File: src/rtl/cpu_pkg.sv
// rtl/cpu_pkg.sv - shared CPU constants: exception causes, CP0 status bits, sequencer states
package cpu_pkg;

    localparam logic [3:0] CAUSE_NONE    = 4'd0;
    localparam logic [3:0] CAUSE_SYSCALL = 4'd8;
    localparam logic [3:0] CAUSE_BREAK   = 4'd9;
    localparam logic [3:0] CAUSE_TEQ     = 4'd13;

    localparam int STATUS_IE      = 0;
    localparam int STATUS_SYSCALL = 1;
    localparam int STATUS_BREAK   = 2;
    localparam int STATUS_TEQ     = 3;

    typedef enum logic [1:0] {
        ST_IDLE,
        ST_DRAIN,
        ST_REDIRECT
    } exc_state_t;

endpackage

File: src/rtl/exc_prio.sv
// rtl/exc_prio.sv - combinational exception priority and qualification encoder
module exc_prio
    import cpu_pkg::*;
(
    input  logic       ex_valid,
    input  logic       ex_syscall,
    input  logic       ex_break,
    input  logic       ex_teq,
    input  logic       ex_eret,
    input  logic       ex_teq_eq,
    input  logic [3:0] status,
    input  logic       in_handler,
    output logic       hit,
    output logic       is_eret,
    output logic [3:0] cause
);

    logic trap_ok;
    assign trap_ok = ex_valid && status[STATUS_IE] && !in_handler;

    // Priority is decided on the raw opcode flags: a disabled higher-priority
    // flag still masks every lower-priority one.
    always_comb begin
        hit     = 1'b0;
        is_eret = 1'b0;
        cause   = CAUSE_NONE;
        if (ex_syscall) begin
            if (trap_ok && status[STATUS_SYSCALL]) begin
                hit   = 1'b1;
                cause = CAUSE_SYSCALL;
            end
        end else if (ex_break) begin
            if (trap_ok && status[STATUS_BREAK]) begin
                hit   = 1'b1;
                cause = CAUSE_BREAK;
            end
        end else if (ex_teq) begin
            if (trap_ok && status[STATUS_TEQ] && ex_teq_eq) begin
                hit   = 1'b1;
                cause = CAUSE_TEQ;
            end
        end else if (ex_eret) begin
            if (ex_valid && in_handler) begin
                hit     = 1'b1;
                is_eret = 1'b1;
            end
        end
    end

endmodule

File: src/rtl/exc_unit.sv
// rtl/exc_unit.sv - exception sequencer: qualify EX traps/eret, drive CP0, drain and redirect the pipeline
module exc_unit
    import cpu_pkg::*;
#(
    parameter logic [31:0] HANDLER_ADDR = 32'h0040_0004,
    parameter int          DRAIN_CYCLES = 2
) (
    input  logic        clk,
    input  logic        rst_n,
    input  logic        ex_valid,
    input  logic        ex_syscall,
    input  logic        ex_break,
    input  logic        ex_teq,
    input  logic        ex_eret,
    input  logic        ex_teq_eq,
    input  logic [31:0] ex_pc,
    input  logic [31:0] cp0_status,
    input  logic [31:0] cp0_epc,
    output logic        cp0_exception,
    output logic        cp0_eret,
    output logic [3:0]  cp0_cause,
    output logic [31:0] cp0_pc,
    output logic        flush,
    output logic        stall_fetch,
    output logic        redirect_valid,
    output logic [31:0] redirect_pc,
    output logic        in_handler
);

    exc_state_t state;
    logic [2:0] drain_cnt;
    logic       hit;
    logic       is_eret;
    logic [3:0] cause;
    logic       unused_status;

    assign unused_status = ^cp0_status[31:4];

    exc_prio u_prio (
        .ex_valid   (ex_valid),
        .ex_syscall (ex_syscall),
        .ex_break   (ex_break),
        .ex_teq     (ex_teq),
        .ex_eret    (ex_eret),
        .ex_teq_eq  (ex_teq_eq),
        .status     (cp0_status[3:0]),
        .in_handler (in_handler),
        .hit        (hit),
        .is_eret    (is_eret),
        .cause      (cause)
    );

    always_ff @(posedge clk or negedge rst_n) begin
        if (!rst_n) begin
            state          <= ST_IDLE;
            drain_cnt      <= 3'd0;
            cp0_exception  <= 1'b0;
            cp0_eret       <= 1'b0;
            cp0_cause      <= CAUSE_NONE;
            cp0_pc         <= 32'd0;
            flush          <= 1'b0;
            stall_fetch    <= 1'b0;
            redirect_valid <= 1'b0;
            redirect_pc    <= 32'd0;
            in_handler     <= 1'b0;
        end else begin
            // CP0 strobes and their payload live for exactly one cycle
            cp0_exception <= 1'b0;
            cp0_eret      <= 1'b0;
            cp0_cause     <= CAUSE_NONE;
            cp0_pc        <= 32'd0;
            case (state)
                ST_IDLE: begin
                    if (hit) begin
                        state       <= ST_DRAIN;
                        drain_cnt   <= 3'(DRAIN_CYCLES - 1);
                        flush       <= 1'b1;
                        stall_fetch <= 1'b1;
                        if (is_eret) begin
                            cp0_eret    <= 1'b1;
                            redirect_pc <= cp0_epc;
                            in_handler  <= 1'b0;
                        end else begin
                            cp0_exception <= 1'b1;
                            cp0_cause     <= cause;
                            cp0_pc        <= ex_pc + 32'd4;
                            redirect_pc   <= HANDLER_ADDR;
                            in_handler    <= 1'b1;
                        end
                    end
                end
                ST_DRAIN: begin
                    if (drain_cnt == 3'd0) begin
                        state          <= ST_REDIRECT;
                        redirect_valid <= 1'b1;
                    end else begin
                        drain_cnt <= drain_cnt - 3'd1;
                    end
                end
                ST_REDIRECT: begin
                    state          <= ST_IDLE;
                    redirect_valid <= 1'b0;
                    flush          <= 1'b0;
                    stall_fetch    <= 1'b0;
                end
                default: state <= ST_IDLE;
            endcase
        end
    end

endmodule

File: config.mk
export PLATFORM = sky130hd
export DESIGN_NAME = exc_unit
export DESIGN_NICKNAME = d
export VERILOG_FILES = /design/src/rtl/cpu_pkg.sv /design/src/rtl/exc_prio.sv /design/src/rtl/exc_unit.sv
export SDC_FILE = /design/constraint.sdc
export NUM_CORES = 1
export LEC_CHECK = 0
export BUFFER_PORTS_ARGS = -buffer_cell sky130_fd_sc_hd__buf_2
export CORE_UTILIZATION = 35
export CTS_CLUSTER_SIZE = 16
export DETAILED_ROUTE_END_ITERATION = 8
export GPL_TIMING_DRIVEN = 1
export PLACE_DENSITY = 0.7
export SLEW_MARGIN = 20
export SYNTH_ARGS = -nofsm -noshare
export SYNTH_HDL_FRONTEND = slang
export SYNTH_SLANG_ARGS = --single-unit
File: constraint.sdc
create_clock -name clk -period 2.2 [get_ports clk]
set_input_delay 0.44 -clock clk [delete_from_list [all_inputs] [get_ports clk]]
set_output_delay 0.44 -clock clk [all_outputs]
set_load 0.03 [all_outputs]
==> flow_summary_export.csv <==
group,metric,value,unit
status,status,"completed",
final_layout,diodes,0,
power,p_per_area,1100,mW/mm^2
clocking,numCtsBuffers,9,
logic_synthesis,synth.avg_cell_area,11.1,sq um
clocking,cts.sinks,77,
grt,gr-usage-all-layers,18.4,%
timing,hold_viol_final,0,
logic_synthesis,syn_nets,405,
route,ant_nets,0,
setup_path,setup.worst_path.start_class,"flop",
logic_synthesis,synth_seq_cells,77,
clocking,ctsResizeCount,0,
timing,relSlewSlack,43.7,%
logic_synthesis,synth_top_area_share,58.1,%
die,rows,35,
clocking,postCtsHoldBufs,0,
clocking,post_cts_buffers,0,
logic_synthesis,seq_area_frac_synth,58.1,%
final_layout,design_area,0.00452,sq mm
power,peakVddDrop,452,uV
timing,fmax,0.507,GHz
route,vias_per_cell,5.27,
power,clkPwrFrac,27.9,%
die,fp.dieH,99.4,um
timing,rsz0062_at_grt,"no",
place,place_area,0.00426,sq mm
final_layout,layout.nets,562,
final_layout,nFillCells,839,
power,p_comb_share,33.5,%
setup_path,rr_worst_depth,6,
power,p_sw_share,36.2,%
clocking,clk_pin_slew,90,ps
die,coreArea,0.00920,sq mm
die,die_x,99.4,um
power,p_leak,2.40,nW
die,initial_core_util,36.1,%
power,seqPwrFrac,38.6,%
route,drt_iter0_drc,110,
setup_path,critPathCaptureType,"flop",
timing,setup_tns,0,ps
clocking,cts_htree_levels,3,
logic_synthesis,yosys_warnings,0,
grt,first_global_vias,2886,
route,wl,8.81,mm
timing,drv_slew,0,
timing,min_period,1970,ps
die,die_area,0.00987,sq mm
logic_synthesis,yosysTopAreaCell,"dfrtp_1",
timing,skew,11.1,ps
grt,overflow,0,
clocking,ctsLongestPathBuffers,2,
route,firstDrtPassIters,4,
die,io_pins,178,
setup_path,arrival,2240,ps
timing,setup_viol,0,
timing,hold_slack,115,ps
power,p_int,3.16,mW
place,io_buffers,148,
clocking,cts_tree,"done",
final_layout,drive_above_1_share,40.1,%
grt,grt_antenna_before_repair,0,
route,route.vias.total,3004,
power,p_sw,1.79,mW
run,max_cap_violations,0,
timing,post-route-period-util,89.6,%
logic_synthesis,synth_cell_type_count,37,
logic_synthesis,netlist_top_cells_area,"dfrtp_1 (58%), a22o_1 (8.4%), or4_1 (2.9%)",
place,dp_hpwl,6.40,mm
route,wl_per_cell,15.5,um
place,gp_congestion,0.796,
setup_path,crit_fanout,26,
setup_path,crit_type,"reg2reg",
worst_hold_path,hp-class,"in2async",
final_layout,areaGrowthSynthToFinish,36.2,%
grt,grt_pass1_wl,13.9,mm
logic_synthesis,synthCells,298,
clocking,root_buffer,"clkbuf_8",
grt,grt_max_degree,50,
place,dp_slack,-33.1,ps
clocking,clkLatencyLatePin,340,ps
timing,fin_ws,228,ps
setup_path,cp_data_required_time,2470,ps
logic_synthesis,synthesis.area,0.00332,sq mm
route,drc,0,
timing,tightest_slew,841,ps
-- power by group through the flow --
stage / logic (mW) / clock network [mW] / registers, mW
2_1_floorplan: 0.542 / 0 / 2.46
3_3_place_gp: 1.63 / 0 / 1.92
3_5_place_dp: 1.66 / 0 / 1.94
4_1_cts: 1.67 / 1.42 / 1.91
5_1_grt: 1.78 / 1.47 / 1.94
6_report: 1.66 / 1.38 / 1.91
-- registers in the layout, indices dropped and copies added, names as in the netlist --
| register | count |
|---|---|
| state | 2 |
| drain_cnt | 3 |
| redirect_valid | 1 |
| cp0_pc | 32 |
| cp0_cause | 3 |
| cp0_eret | 1 |
| redirect_pc | 32 |
| in_handler | 1 |
| stall_fetch | 1 |
| cp0_exception | 1 |
-- per-layer routing --
metal  wire [um]  part of all wire, %  vias to the layer above  global-route usage (%)
met2        4020                   46                      136                    30.0
met3         607                  6.9                       20                    4.29
met4         249                  2.8                        0                    10.1
met1        3930                   45                     1437                    22.6
li1            -                    -                     1411                       -
met5           0                    0                        -                       0
-- cells in the mapped netlist (all sizes together) --
library cell  number
a221oi             1
o21a               1
ha                 3
clkbuf            14
xnor2              7
or3                4
nor2b              1
nand3b             4
inv               16
nand2             13
mux2i              3
and4               1
and3               4
a21o               1
nand3             14
or4               13
a2bb2oi            2
o21ai              7
a22o              32
nor3               4
o31ai             11
a22oi              1
xor2               4
conb               1
nor4               4
buf                6
nand4              6
o41ai              2
a21oi             17
nand4b             2
dfrtp             77
nor2              20
or4b               2
-- layout by cell type, fill, tap and decap left out, types with 2 or more instances in the layout --
master / synthesis / layout
a21oi_1: 17 / 17
a22o_1: 32 / 32
a2bb2oi_1: 2 / 2
and3_1: 4 / 4
buf_2: 2 / 147
buf_4: 2 / 18
bufinv_16: 0 / 4
clkbuf_8: 0 / 9
dfrtp_1: 77 / 77
ha_1: 3 / 3
inv_1: 16 / 16
mux2i_1: 3 / 3
nand2_1: 13 / 13
nand3_1: 14 / 14
nand3b_1: 4 / 4
nand4_1: 5 / 5
nand4b_1: 2 / 2
nor2_1: 20 / 20
nor3_1: 4 / 4
nor4_1: 4 / 4
o21ai_0: 6 / 6
o31ai_1: 11 / 11
o41ai_1: 2 / 2
or3_1: 4 / 4
or4_1: 13 / 13
or4b_1: 2 / 2
xnor2_1: 7 / 7
xor2_1: 4 / 4
-- final cells by class --
class                           instances  area, sq um  area share (%)
Sequential cell                        77         1930            42.6
Clock buffer                            9          124            2.74
Multi-Input combinational cell        185         1240            27.5
Inverter                               16         60.1            1.33
Timing Repair Buffer                  166          891            19.7
Tap cell                              111          139            3.07
Clock inverter                          6          136            3.02
-- critical path: stages, from the launching register on --
cell and delay, ps:
dfrtp_1 420, nand3b_1 190, a221oi_1 430, buf_4 280
nand2_1 190, buf_12 230, a21oi_1 140
-- stage by stage --
stage	power, mW	instances	util, %
3_5_place_dp	3.60	555	46.3
3_3_place_gp	3.55	555	46.2
4_1_cts	5.00	570	49.1
2_1_floorplan	3.01	298	-
5_1_grt	5.20	570	49.1
6_report	4.95	570	49.1
-- kinds of logic (layout without fill, tap and decap cells) --
kind of cell	Yosys count	count (layout)	share of synthesized area, %
AO/OA/AOI/OAI	75	75	16.6
AND/OR/NAND/NOR	92	92	15.5
other	1	1	0.113
adder cells (fa/ha/maj)	3	3	1.13
buffers and inverters	36	197	4.83
XOR/XNOR	11	11	2.90
multiplexers	3	3	0.905
flip-flops	77	77	58.1
-- path summary, 6_finish.rpt --
kind,start,endpoint,slack [ps]
max in group asynchronous,rst_n,redirect_pc[9]$_DFFE_PN0P_,1420
setup reg to reg,in_handler$_DFFE_PN0P_,cp0_pc[24]$_DFF_PN0_,230
hold reg to reg,redirect_pc[18]$_DFFE_PN0P_,redirect_pc[18]$_DFFE_PN0P_,500
min in group clk,ex_syscall,cp0_cause[0]$_DFF_PN0_,310
setup / recovery,in_handler$_DFFE_PN0P_,cp0_pc[24]$_DFF_PN0_,230
hold / removal,rst_n,redirect_pc[19]$_DFFE_PN0P_,120
No activity file was read; power rests on OpenSTA's default activity.
